## config.mk

```make
export PLATFORM = sky130hd
export DESIGN_NAME = cal_frame_sweeper
export DESIGN_NICKNAME = d
export VERILOG_FILES = /design/src/rtl/cal_frame_sweeper.sv
export SDC_FILE = /design/constraint.sdc
export NUM_CORES = 1
export LEC_CHECK = 0
export BUFFER_PORTS_ARGS = -buffer_cell sky130_fd_sc_hd__buf_4
export CAP_MARGIN = 0
export CORE_MARGIN = 2
export CORE_UTILIZATION = 59
export CTS_BUF_LIST = sky130_fd_sc_hd__clkbuf_16
export CTS_CLUSTER_DIAMETER = 40
export DETAILED_ROUTE_END_ITERATION = 10
export PLACE_DENSITY = 0.84
export SETUP_SLACK_MARGIN = 0.1
export SLEW_MARGIN = 20
export SYNTH_ARGS = -nofsm -noshare
export SYNTH_HDL_FRONTEND = slang
export SYNTH_SLANG_ARGS = --single-unit
```

## constraint.sdc

```tcl
create_clock -name clk -period 4.7 [get_ports clk]
set_input_delay 0.235 -clock clk [delete_from_list [all_inputs] [get_ports clk]]
set_output_delay 0.235 -clock clk [all_outputs]
set_load 0.05 [all_outputs]
```

## src/rtl/cal_frame_sweeper.sv

```systemverilog
// Calibration frame sweeper: after each ID bit is on the LED strand and the camera has settled,
// reads the whole frame buffer once, thresholds each pixel and streams the bits downstream.
// Optional macro CAL_SWEEP_AUTO_RUN_EN: one start_capture chains all ID-bit sweeps.
module cal_frame_sweeper #(
   parameter int                     NUM_FRAME_BUFFER_PIXELS = 360*180,
   parameter int                     PIXEL_WIDTH             = 16,
   parameter logic [PIXEL_WIDTH-1:0] THRESHOLD               = 16'hFFF0,
   parameter int                     LED_ADDRESS_WIDTH       = 10,
   parameter int                     SETTLE_FRAMES           = 2,
   localparam int                    CNT_W                   = $clog2(NUM_FRAME_BUFFER_PIXELS),
   localparam int                    BI_W                    = LED_ADDRESS_WIDTH + 1
) (
   input  logic                   clk,
   input  logic                   rst_n,
   input  logic                   calibration_on,
   input  logic                   start_capture,
   input  logic                   displayed_frame_valid,
   input  logic                   camera_frame_done,
   output logic [CNT_W-1:0]       fb_read_addr,
   input  logic [PIXEL_WIDTH-1:0] fb_read_data,
   output logic [CNT_W-1:0]       frame_buffer_in_address,
   output logic                   frame_buffer_data,
   output logic                   new_frame_address,
   output logic                   increment_id,
   output logic [BI_W-1:0]        bit_index,
   output logic                   busy,
   output logic                   cal_done
);

   // state        | meaning
   // S_IDLE       | waiting for start_capture with calibration_on
   // S_WAIT_SHOWN | waiting for the strand to show the current ID bit
   // S_SETTLE     | counting camera frames so the exposure reflects the new bit
   // S_SWEEP      | issuing one frame-buffer read address per cycle
   // S_DRAIN      | three cycles flushing the read/threshold pipeline
   // S_ADVANCE    | one-cycle increment_id pulse, bit_index bumped
   // S_DONE       | all ID bits captured, cal_done held
   typedef enum logic [2:0] {
      S_IDLE,
      S_WAIT_SHOWN,
      S_SETTLE,
      S_SWEEP,
      S_DRAIN,
      S_ADVANCE,
      S_DONE
   } state_e;

   localparam int               NUM_BITS  = LED_ADDRESS_WIDTH + 1;
   localparam int               SET_W     = $clog2(SETTLE_FRAMES + 1);
   localparam logic [CNT_W-1:0] LAST_ADDR = CNT_W'(NUM_FRAME_BUFFER_PIXELS - 1);

   state_e           state_q, state_d;
   logic [CNT_W-1:0] addr_q, addr_d;
   logic [SET_W-1:0] settle_q, settle_d;
   logic [SET_W-1:0] settle_inc;
   logic [1:0]       drain_q, drain_d;
   logic [BI_W-1:0]  bit_index_q, bit_index_d;
   logic             wait_go;

   logic             p1_vld_q, p2_vld_q, out_vld_q;
   logic [CNT_W-1:0] p1_addr_q, p2_addr_q, out_addr_q;
   logic             out_bit_q;

`ifdef CAL_SWEEP_AUTO_RUN_EN
   // After an ADVANCE the previous bit may still report valid; only a fresh rising edge counts.
   logic dfv_prev_q, edge_req_q, edge_req_d;

   always_comb begin
      edge_req_d = edge_req_q;
      if (state_q == S_ADVANCE) begin
         edge_req_d = 1'b1;
      end else if (state_q == S_IDLE) begin
         edge_req_d = 1'b0;
      end
   end

   always_ff @(posedge clk or negedge rst_n) begin
      if (!rst_n) begin
         dfv_prev_q <= 1'b0;
         edge_req_q <= 1'b0;
      end else begin
         dfv_prev_q <= displayed_frame_valid;
         edge_req_q <= edge_req_d;
      end
   end

   assign wait_go = edge_req_q ? (displayed_frame_valid & ~dfv_prev_q) : displayed_frame_valid;
`else
   assign wait_go = displayed_frame_valid;
`endif

   assign settle_inc = settle_q + SET_W'(1);

   always_comb begin
      state_d     = state_q;
      addr_d      = addr_q;
      settle_d    = settle_q;
      drain_d     = drain_q;
      bit_index_d = bit_index_q;
      if (!calibration_on) begin
         state_d     = S_IDLE;
         bit_index_d = '0;
      end else begin
         unique case (state_q)
            S_IDLE: begin
               if (start_capture) begin
                  state_d = S_WAIT_SHOWN;
               end
            end
            S_WAIT_SHOWN: begin
               if (wait_go) begin
                  state_d  = S_SETTLE;
                  settle_d = '0;
               end
            end
            S_SETTLE: begin
               if (camera_frame_done) begin
                  settle_d = settle_inc;
                  if (settle_inc == SET_W'(SETTLE_FRAMES)) begin
                     state_d = S_SWEEP;
                     addr_d  = '0;
                  end
               end
            end
            S_SWEEP: begin
               // Stop at the last pixel rather than relying on wrap, so any pixel count works.
               if (addr_q == LAST_ADDR) begin
                  state_d = S_DRAIN;
                  drain_d = 2'd2;
               end else begin
                  addr_d = addr_q + CNT_W'(1);
               end
            end
            S_DRAIN: begin
               if (drain_q == 2'd0) begin
                  state_d     = S_ADVANCE;
                  bit_index_d = bit_index_q + BI_W'(1);
               end else begin
                  drain_d = drain_q - 2'd1;
               end
            end
            S_ADVANCE: begin
               if (bit_index_q == BI_W'(NUM_BITS)) begin
                  state_d = S_DONE;
               end else begin
`ifdef CAL_SWEEP_AUTO_RUN_EN
                  state_d = S_WAIT_SHOWN;
`else
                  state_d = S_IDLE;
`endif
               end
            end
            S_DONE: begin
               state_d = S_DONE;
            end
            default: begin
               state_d = S_IDLE;
            end
         endcase
      end
   end

   always_ff @(posedge clk or negedge rst_n) begin
      if (!rst_n) begin
         state_q     <= S_IDLE;
         addr_q      <= '0;
         settle_q    <= '0;
         drain_q     <= '0;
         bit_index_q <= '0;
      end else begin
         state_q     <= state_d;
         addr_q      <= addr_d;
         settle_q    <= settle_d;
         drain_q     <= drain_d;
         bit_index_q <= bit_index_d;
      end
   end

   // Read data arrives two cycles after the address; the registered result lands on the third.
   always_ff @(posedge clk or negedge rst_n) begin
      if (!rst_n) begin
         p1_vld_q   <= 1'b0;
         p2_vld_q   <= 1'b0;
         out_vld_q  <= 1'b0;
         p1_addr_q  <= '0;
         p2_addr_q  <= '0;
         out_addr_q <= '0;
         out_bit_q  <= 1'b0;
      end else begin
         p1_vld_q  <= (state_q == S_SWEEP) && calibration_on;
         p2_vld_q  <= p1_vld_q && calibration_on;
         out_vld_q <= p2_vld_q && calibration_on;
         p1_addr_q <= addr_q;
         p2_addr_q <= p1_addr_q;
         if (p2_vld_q) begin
            out_addr_q <= p2_addr_q;
         end
         out_bit_q <= p2_vld_q && (fb_read_data > THRESHOLD);
      end
   end

   assign fb_read_addr            = addr_q;
   assign frame_buffer_in_address = out_addr_q;
   assign frame_buffer_data       = out_bit_q;
   assign new_frame_address       = out_vld_q;
   assign increment_id            = (state_q == S_ADVANCE) && calibration_on;
   assign bit_index               = bit_index_q;
   assign busy                    = (state_q != S_IDLE) && (state_q != S_DONE);
   assign cal_done                = (state_q == S_DONE);

endmodule

```

==> metrics.md <==
| Metric | Value |
|---|---|
| Filler Cell Count | 435 |
| Outcome | finished with violations |
| DRT Pass-1 Iters | 4 |
| Post-Syn Area | 3760 um2 |
| Synth Area in XOR/XNOR | 2.33% |
| R2R cell count | 4 |
| Via total after detailed routing | 2671 |
| Most used routing layer | met2 |
| Startpoint type of the worst setup path | register |
| Post-CTS sizing | 0 |
| Share of the synthesized area in the top cell type | 57.2% |
| Clk root buf | clkbuf_16 |
| Grt met3 use | 5.24% |
| Die Span Y | 83.9 um |
| Clock skew | 0.00984 ns |
| Yosys reg bits | 86 |
| TNS Setup | 0 ns |
| Total track usage | 22.6% |
| Initial Util | 60.3% |
| Largest net degree at the start of global routing | 87 |
| Flop pwr share | 46.8% |
| Async SR Flop Fraction | 100% |
| Crit path buf inv count | 0 |
| Syn Area/Cell | 12.3 um2 |
| Synth Area in Adders | 1.33% |
| Simple-gate share of the synthesized area | 18.1% |
| # IOs | 70 |
| Total internal power | 1.31 mW |
| Final hold violation count | 86 |
| Crit Path Max Fanout | 20 |
| Reg2reg start | state_q[0] |
| Antenna viol nets, final | 0 |
| Type of the worst min-delay path | in2async |
| Comb power frac | 15.2% |
| Most common cell after layout, fill and taps aside | dfrtp_1 |
| Worst setup startpoint | state_q[0] |
| GRT met1 Usage | 29.6% |
| Final worst-path cycle share | 44.7% |
| Most frequent cells in the layout | 86 x dfrtp_1, 68 x buf_4, 25 x nand2_1 |
| H-tree level count | 3 |
| Crit-path cells | nand4bb_1 -> a2111oi_2 -> xor2_1 -> and2_1 |
| WP data required | 4.92 ns |
| Critical path's top delay family | simple AND/OR/NAND/NOR gates |
| Pwr dens | 399 nW/um2 |
| Initial DRC Count | 160 |
| CTS max path bufs | 2 |
| Worst-Margin Slew | 0.766 ns |
| GR Layer Usage met2 | 35.8% |
| Post-synthesis mux area share | 6.19% |
| Slew Viols, Final | 0 |
| Vias per inst | 5.95 |
| FP Rows | 29 |
| Slowest CP cell | nand4bb_1 |
| Syn Inst Count | 305 |
| Compound-Gate Fraction of Synth Area | 11.2% |
| Number of global-route vias before repair | 2559 |
| Arr. time, crit path | 2.32 ns |
| Setup Fix Bufs, Post-CTS | 0 |
| Register area | 2150 um2 |
| Core ar. | 6240 um2 |
| Synth area leaders | dfrtp_1 57%, mux2_2 5.4%, nand2_1 2.5% |
| Width of the die | 83.9 um |
| # setup viols final | 0 |
| Drc violations | 0 |
| Worst-Skew Late Latency | 0.34 ns |
| Crit. path cell count | 4 |
| Slowest stage delay, CP | 0.59 ns |
| Post-detail-place hpwl | 4.81 mm |
| Rel. slew slack | 48.2% |
| Hold slack | -0.0384 ns |
| Critical path type | reg2reg |
| Nets | 393 |
| Sw power | 516 uW |
| Area leader, netlist | dfrtp_1 |
| Initial antenna violation count | 0 |
| Clock Power Share | 38.0% |
| Die ar. | 7030 um2 |
| Clk sink count | 86 |
| WL final | 7.41 mm |
| Net Count, Synth | 331 |
| # diodes | 0 |
| Max cap viols | 0 |
| TritonCTS Buffers | 9 |
| Sw Ratio | 28.3% |
| Failing checks | hold timing |
| Pleak | 2.27 nW |
| P&R area growth vs syn | 21.4% |
| Share of layout cells above drive strength 1 | 31.2% |
| Largest family of logic cells by synthesized area | simple AND/OR/NAND/NOR gates |
| Overflow after GRT | 0 |
| CTS tree | built |
| RSZ-0062 raised after global routing | false |
| Crit path time final | 2.10 ns |
| GPL Wtd Cong | 0.846 |
| Clk pin slew, worst setup/hold paths | 0.06 ns |
| VDD IR-drop max | 0.000298 V |
| First-pass GRT wire length | 12.5 mm |
| Yosys warnings | 0 |
| I/O Buffers | 69 |
| Post-synthesis cell type count | 62 |
| Wire per inst | 16.5 um |
| Post-synth top flop | dfrtp_1 |
| Multi-input gate area | 1470 um2 |
| Number of enable flip-flop cells after synthesis | 0 |
| CTS Hold Buffers Added | 0 |
| Register area share after synthesis | 57.2% |
| F_max | 0.476 GHz |
| CP endpoint kind | register |
[state kept, by name, summed over array words and instances (netlist names)]
name and flops:
frame_buffer_data 1, p2_addr_q 16, frame_buffer_in_address 16, bit_index 11, fb_read_addr 16, p2_vld_q 1, settle_q 2, state_q 3
new_frame_address 1, p1_vld_q 1, p1_addr_q 16, drain_q 2
[kinds of logic (layout without fill, tap and decap cells)]
| logic type | after synthesis | after routing |
|---|---|---|
| AOI/OAI and AO/OA | 52 | 52 |
| xor gates and xnor gates | 10 | 10 |
| adders and majority gates | 4 | 4 |
| buffers and inverters | 26 | 93 |
| DFF | 86 | 86 |
| muxes | 21 | 21 |
| and+or+nand+nor | 106 | 106 |
[routing by layer]
layer	wire, um	share of wire, %
met1	3180	43
met2	3700	50
met3	392	5.3
met4	131	1.8
met5	0	0
[cells in the mapped netlist, drive strengths merged, types with 2 or more instances]
| master | number |
|---|---|
| mux2 | 18 |
| and4 | 6 |
| nor3b | 3 |
| a211oi | 2 |
| dfrtp | 86 |
| a21boi | 3 |
| o211ai | 5 |
| mux2i | 3 |
| a21oi | 7 |
| and3b | 3 |
| ha | 4 |
| nor4 | 3 |
| nand2 | 25 |
| o21ai | 4 |
| inv | 8 |
| a2111oi | 5 |
| nor2 | 2 |
| a221o | 2 |
| xor2 | 5 |
| xnor2 | 5 |
| a211o | 2 |
| buf | 13 |
| or4 | 2 |
| and3 | 5 |
| a31oi | 9 |
| nand3 | 10 |
| nand2b | 3 |
| a21o | 2 |
| and2 | 13 |
| nor3 | 3 |
| a41oi | 2 |
| clkbuf | 5 |
| or4b | 4 |
| nand4 | 12 |
| nor2b | 5 |
[power groups by stage]
stage / sequential (mW) / clock [mW] / combinational, mW
6_report: 0.854 / 0.692 / 0.277
5_1_grt: 0.864 / 0.735 / 0.299
4_1_cts: 0.853 / 0.707 / 0.278
3_5_place_dp: 0.865 / 0 / 0.274
3_3_place_gp: 0.860 / 0 / 0.271
2_1_floorplan: 0.888 / 0 / 0.170
[path summary, 6_finish.rpt]
path                                              end  slack, ns
setup / recovery                         bit_index[8]       2.60
setup reg to reg                         bit_index[8]       2.60
hold reg to reg                          p2_addr_q[5]       0.34
min in group clk                    frame_buffer_data       0.16
max in group asynchronous                p2_addr_q[2]       4.27
hold / removal             frame_buffer_in_address[8]      -0.04
[per-stage QoR]
step	instance area (um2)	std cells	setup WS [ns]	power (mW)	util, %
final	4570	449	2.60	1.82	73.2
after global routing	4570	449	2.42	1.90	73.2
after CTS	4570	449	2.63	1.84	73.2
after detailed placement	4270	433	2.65	1.14	68.4
after global placement	4270	433	2.71	1.13	68.4
after floorplan	3760	305	2.61	1.06	-
[area by class of cell]
| type | count | share of cell area [%] |
|---|---|---|
| Clock buffer | 9 | 4.93 |
| Clock inverter | 7 | 1.56 |
| Inverter | 8 | 0.657 |
| Multi-Input combinational cell | 193 | 32.2 |
| Sequential cell | 86 | 47.1 |
| Tap cell | 77 | 2.11 |
| Timing Repair Buffer | 69 | 11.4 |
Note: power is estimated with default switching activity, not from simulation.
